===== src/rtl/tmr_fi_campaign.sv =====
// rtl/tmr_fi_campaign.sv - fault-injection campaign controller for a TMR processing element
module tmr_fi_campaign #(
  parameter int WORD_SIZE   = 16,
  parameter int SETTLE      = 2,
  parameter int HOLD_CYCLES = 8
) (
  input  logic                 clk,
  input  logic                 rst,
  input  logic                 start,
  input  logic                 abort,
  input  logic [WORD_SIZE-1:0] pe_right_in,
  input  logic [WORD_SIZE-1:0] pe_bottom_in,
  output logic [5:0]           fault_inject_bus,
  output logic                 phase_start,
  output logic [2:0]           cfg_idx,
  output logic                 busy,
  output logic                 done,
  output logic                 fail,
  output logic [7:0]           mismatch_count,
  output logic [2:0]           first_fail_cfg
);

  localparam int P  = SETTLE + HOLD_CYCLES;
  localparam int CW = $clog2(P + 1);
  localparam int IW = (HOLD_CYCLES > 1) ? $clog2(HOLD_CYCLES) : 1;

  typedef enum logic [1:0] {S_IDLE, S_RUN, S_FINISH} state_t;

  state_t                   state, state_nxt;
  logic [CW-1:0]            cnt;
  logic [IW-1:0]            sample_idx;
  logic [2*WORD_SIZE-1:0]   sample_word;
  logic [2*WORD_SIZE-1:0]   golden [HOLD_CYCLES];
  logic                     take_start, do_abort;
  logic                     sample_cyc, phase_end, last_phase, is_mismatch;

  // Single-MAC stuck-at encoding: bit 2k enables MAC k, bit 2k+1 is the stuck value.
  function automatic logic [5:0] cfg_bus(input logic [2:0] k);
    case (k)
      3'd1:    cfg_bus = 6'h01;
      3'd2:    cfg_bus = 6'h03;
      3'd3:    cfg_bus = 6'h04;
      3'd4:    cfg_bus = 6'h0C;
      3'd5:    cfg_bus = 6'h10;
      3'd6:    cfg_bus = 6'h30;
      default: cfg_bus = 6'h00;
    endcase
  endfunction

  assign phase_end   = (cnt == CW'(P - 1));
  assign last_phase  = (cfg_idx == 3'd6);
  assign sample_cyc  = (state == S_RUN) && (cnt >= CW'(SETTLE));
  assign sample_idx  = IW'(cnt - CW'(SETTLE));
  assign sample_word = {pe_right_in, pe_bottom_in};
  // A sample aborted on its closing edge is discarded rather than counted.
  assign is_mismatch = sample_cyc && !do_abort && (cfg_idx != 3'd0) &&
                       (sample_word != golden[sample_idx]);
  assign fail        = (mismatch_count != 8'd0);

  // State register.
  always_ff @(posedge clk or negedge rst) begin
    if (!rst) state <= S_IDLE;
    else      state <= state_nxt;
  end

  // Next-state decode; start beats abort in IDLE because abort is only looked at in RUN.
  always_comb begin
    state_nxt  = state;
    take_start = 1'b0;
    do_abort   = 1'b0;
    case (state)
      S_IDLE: begin
        if (start) begin
          take_start = 1'b1;
          state_nxt  = S_RUN;
        end
      end
      S_RUN: begin
        if (abort) begin
          do_abort  = 1'b1;
          state_nxt = S_IDLE;
        end else if (phase_end && last_phase) begin
          state_nxt = S_FINISH;
        end
      end
      S_FINISH: state_nxt = S_IDLE;
      default:  state_nxt = S_IDLE;
    endcase
  end

  // Golden record of the fault-free phase; contents are don't-care until written.
  always_ff @(posedge clk) begin
    if (sample_cyc && (cfg_idx == 3'd0)) golden[sample_idx] <= sample_word;
  end

  // Phase sequencing, injection bus and result accumulation.
  always_ff @(posedge clk or negedge rst) begin
    if (!rst) begin
      cnt              <= '0;
      cfg_idx          <= 3'd0;
      fault_inject_bus <= 6'h00;
      phase_start      <= 1'b0;
      busy             <= 1'b0;
      done             <= 1'b0;
      mismatch_count   <= 8'd0;
      first_fail_cfg   <= 3'd0;
    end else begin
      phase_start <= 1'b0;
      done        <= 1'b0;
      if (take_start) begin
        cnt              <= '0;
        cfg_idx          <= 3'd0;
        fault_inject_bus <= 6'h00;
        phase_start      <= 1'b1;
        busy             <= 1'b1;
        mismatch_count   <= 8'd0;
        first_fail_cfg   <= 3'd0;
      end else if (state == S_RUN) begin
        if (do_abort) begin
          cnt              <= '0;
          cfg_idx          <= 3'd0;
          fault_inject_bus <= 6'h00;
          busy             <= 1'b0;
        end else begin
          if (is_mismatch) begin
            if (mismatch_count != 8'hFF) mismatch_count <= mismatch_count + 8'd1;
            if (first_fail_cfg == 3'd0)  first_fail_cfg <= cfg_idx;
          end
          if (phase_end) begin
            cnt <= '0;
            if (last_phase) begin
              cfg_idx          <= 3'd0;
              fault_inject_bus <= 6'h00;
              busy             <= 1'b0;
              done             <= 1'b1;
            end else begin
              cfg_idx          <= cfg_idx + 3'd1;
              fault_inject_bus <= cfg_bus(cfg_idx + 3'd1);
              phase_start      <= 1'b1;
            end
          end else begin
            cnt <= cnt + CW'(1);
          end
        end
      end
    end
  end

endmodule


===== config.mk =====
export PLATFORM = sky130hd
export DESIGN_NAME = tmr_fi_campaign
export DESIGN_NICKNAME = d
export VERILOG_FILES = /design/src/rtl/tmr_fi_campaign.sv
export SDC_FILE = /design/constraint.sdc
export NUM_CORES = 1
export LEC_CHECK = 0
export BUFFER_PORTS_ARGS = -buffer_cell sky130_fd_sc_hd__buf_2
export CAP_MARGIN = 20
export CELL_PAD_IN_SITES_DETAIL_PLACEMENT = 1
export CELL_PAD_IN_SITES_GLOBAL_PLACEMENT = 2
export CORE_ASPECT_RATIO = 0.5
export CORE_MARGIN = 2
export CORE_UTILIZATION = 40
export CTS_CLUSTER_DIAMETER = 100
export DETAILED_ROUTE_END_ITERATION = 16
export PLACE_DENSITY = 0.8
export SLEW_MARGIN = 40
export SYNTH_ARGS = -nofsm -noshare
export SYNTH_HDL_FRONTEND = slang
export SYNTH_SLANG_ARGS = --single-unit

===== constraint.sdc =====
create_clock -name clk -period 3.1 [get_ports clk]
set_input_delay 0.31 -clock clk [delete_from_list [all_inputs] [get_ports clk]]
set_output_delay 0.31 -clock clk [all_outputs]
set_load 0.02 [all_outputs]

==> results.json <==
{
  "status": "finished with violations",
  "violations": "negative setup slack",
  "first_pass_iters": 4,
  "overflow": 0,
  "cts_tree": "built",
  "period_needed_ns": 3.27,
  "grt_pass1_vias": 7017,
  "yosys_warnings": 0,
  "syn_nets": 700,
  "vdd_drop_max_uv": 384,
  "cap_violations": 0,
  "crit_type": "flop to flop",
  "slew_viol_final": 0,
  "cts_made_buffers": 27,
  "die_w_um": 245,
  "tightest_slew_ns": 0.714,
  "crit_path_end_kind": "flop",
  "vias": 6268,
  "cp.arrival_ns": 3.73,
  "clk_latency_ns": 0.56,
  "synth-seq-area-share": 0.725,
  "die_area_mm2": 0.0305,
  "cts_root_buffer": "clkbuf_16",
  "power_leakage_nw": 4.86,
  "rsz0062_at_grt": "yes",
  "final_core_util": 0.481,
  "routedWlPerCell_um": 22.8,
  "setup_viol": 11,
  "clk_path_buf_depth": 3,
  "critPathRequiredTime_ns": 3.56,
  "finalHoldViolations": 0,
  "postSynthCellCount": 658,
  "cts_htree_levels": 1,
  "clock_sinks": 285,
  "gp_congestion": 0.740,
  "die_h_um": 124,
  "io_buffer_count": 59,
  "critPathLaunchType": "flop",
  "power_density_mw_per_mm2": 799,
  "antenna_found_initial": 0,
  "flow.area_growth_from_synthesis_pct": 19.3,
  "postRouteAntennaNets": 0,
  "relSlewSlack": 0.524,
  "tns_ns": -1.14,
  "io_pins": 60,
  "grt_max_degree": 33,
  "finalClockSkew_ns": 0.0197,
  "cp_max_fo": 8,
  "setup_ws_ns": -0.169,
  "nets": 812,
  "drt_iter0_markers": 437,
  "coreArea_mm2": 0.0287,
  "row_count": 44,
  "vias_per_cell": 5.31,
  "pre_cts_ws_ns": -0.494,
  "floorplan.initialDensity": 0.404,
  "hold_class": "input pin to flop",
  "netlist_area_mm2": 0.0116,
  "routed_wirelength_um": 26900,
  "layout_worst_path_cycle_share": 1.05,
  "avgSynthCellArea_um2": 17.6,
  "drc": 0,
  "dp_hpwl_um": 16000,
  "drive_gt1_frac": 0.270,
  "grt_first_pass_wirelength_um": 42000,
  "grt_util_all_layers": 0.181,
  "synth_cell_type_count": 45,
  "cts.clk_slew.worst_paths_ns": 0.07,
  "n_antenna_cell": 0,
  "max_freq_ghz": 0.306,
  "ys_seq_elements": 285
}
-- critical path: stages, from the launching register on --
cell and delay (ns):
dfrtp_1 0.37, inv_1 0.10, ha_4 0.33, buf_12 0.16
mux4_2 0.32, mux2i_1 0.18, xor2_1 0.19, nand3_1 0.17
nor4_4 0.31, buf_4 0.18, nand4_1 0.11, buf_6 0.16
or2_4 0.27, a211o_1 0.27, o31ai_2 0.06
-- cells in the mapped netlist (all sizes together) --
master / n / area, um2
a21oi: 7 / 35.0
xnor2: 12 / 105
nor2b: 5 / 31.3
edfxtp: 256 / 7690
nand2b: 3 / 18.8
or2: 2 / 12.5
o31ai: 3 / 22.5
nor3: 4 / 20.0
o2111ai: 1 / 8.76
a211o: 2 / 17.5
ha: 6 / 75.1
nor4b: 1 / 8.76
nand2: 31 / 116
clkbuf: 8 / 30.0
a22oi: 15 / 113
and4: 2 / 17.5
or3: 6 / 37.5
xor2: 14 / 123
inv: 8 / 30.0
mux4: 34 / 766
a32o: 1 / 10.0
and3: 8 / 50.1
o41ai: 1 / 8.76
o22ai: 1 / 6.26
mux2i: 86 / 861
nor2: 23 / 86.3
nand4: 5 / 31.3
a311oi: 1 / 8.76
o21ai: 13 / 65.1
a21o: 1 / 7.51
nor4: 5 / 31.3
o21a: 2 / 15.0
dfrtp: 29 / 726
a31oi: 5 / 31.3
nand3: 11 / 55.1
a22o: 12 / 105
and2: 12 / 75.1
nor3b: 1 / 7.51
buf: 20 / 134
a31o: 1 / 8.76
-- worst paths after layout --
path / start / end / slack, ns / depth (start not counted)
max: cnt[2]$_DFFE_PN0P_ / mismatch_count[0]$_DFFE_PN0P_ / -0.17 / 14
min: pe_right_in[13] / golden[1][29]$_DFFE_PP_ / 0.04 / 1
max reg2reg: cnt[2]$_DFFE_PN0P_ / mismatch_count[0]$_DFFE_PN0P_ / -0.17 / 14
min reg2reg: fault_inject_bus[3]$_DFFE_PN0P_ / fault_inject_bus[3]$_DFFE_PN0P_ / 0.47 / 2
max in group asynchronous: rst / cnt[1]$_DFFE_PN0P_ / 2.22 / 2
min in group asynchronous: rst / fault_inject_bus[4]$_DFFE_PN0P_ / 0.35 / 2
-- final cells by class --
cell class / count / area, um2
clock buffers: 31 / 691
multi-input cells: 337 / 3120
inverters: 8 / 32.5
well taps: 391 / 489
flip-flops and latches: 285 / 8420
repair buffers: 111 / 961
fillers: 2780 / 14900
clock inverters: 17 / 121
-- timing repair --
| action | CTS | global route |
|---|---|---|
| pin swaps | 15 | 2 |
| hold buffers | 1 | 0 |
| setup endpoints to repair | 11 | 11 |
| cloned | 2 | 0 |
| endpoints found under the hold margin | 29 | 0 |
| resized for setup | 33 | 7 |
| buffers inserted | 3 | 1 |
-- placed cells by master, fill, tap and decap left out, types with 5 or more instances in the layout --
cell and instances:
xnor2_1 12, buf_2 59, buf_4 27, o21ai_0 9, clkinv_1 6, xor2_1 14, clkbuf_16 27, mux2i_1 84
nand4_1 5, edfxtp_1 256, nand2_1 30, clkinv_2 7, nand3_1 10, inv_1 7, a22o_1 12, and2_2 8
a22oi_1 14, and3_1 8, nor2_1 23, buf_12 14, ha_1 5, dfrtp_1 27, mux4_2 34, a21oi_1 6
or3_1 6
-- state kept, by name, summed over array words and instances (netlist names) --
register          cells
done                  1
phase_start           1
busy                  1
fault_inject_bus      6
state                 2
cfg_idx               3
golden              256
cnt                   4
first_fail_cfg        3
mismatch_count        8
-- per-stage QoR --
step / area, um2 / hold slack [ns] / instances / total power, mW
2_1_floorplan: 11600 / 0.0144 / 658 / 6.61
3_3_place_gp: 12800 / 0.387 / 1125 / 7.56
3_5_place_dp: 12800 / 0.393 / 1125 / 7.64
4_1_cts: 13800 / 0.0108 / 1179 / 11.1
5_1_grt: 13800 / 0.0442 / 1180 / 11.5
6_report: 13800 / 0.0390 / 1180 / 11.1
-- routing by layer --
layer / GRT usage / vias to the layer above / wire length [um]
met5: 0 / - / 0
met1: 0.247 / 3269 / 12000
met3: 0.0345 / 43 / 1230
met4: 0.0405 / 0 / 532
li1: - / 2827 / -
met2: 0.304 / 129 / 13100
-- cells by family (layout without fill, tap and decap cells) --
group           after synthesis  after routing  share of synthesized area
mux                         120            120                      0.140
simple gates                119            119                     0.0517
compound gates               66             66                     0.0399
fa+ha+maj                     6              6                    0.00647
buf+inv                      36            167                     0.0167
xor+xnor                     26             26                     0.0196
flops                       285            285                      0.725
-- report_power, final --
group / total (mW) / switching (mW) / internal, mW / leakage (nW)
sequential: 4.46 / 0.0660 / 4.40 / 2.70
clock: 3.11 / 1.42 / 1.69 / 0.403
combinational: 3.48 / 1.77 / 1.72 / 1.76
Note: power is estimated with default switching activity, not from simulation.
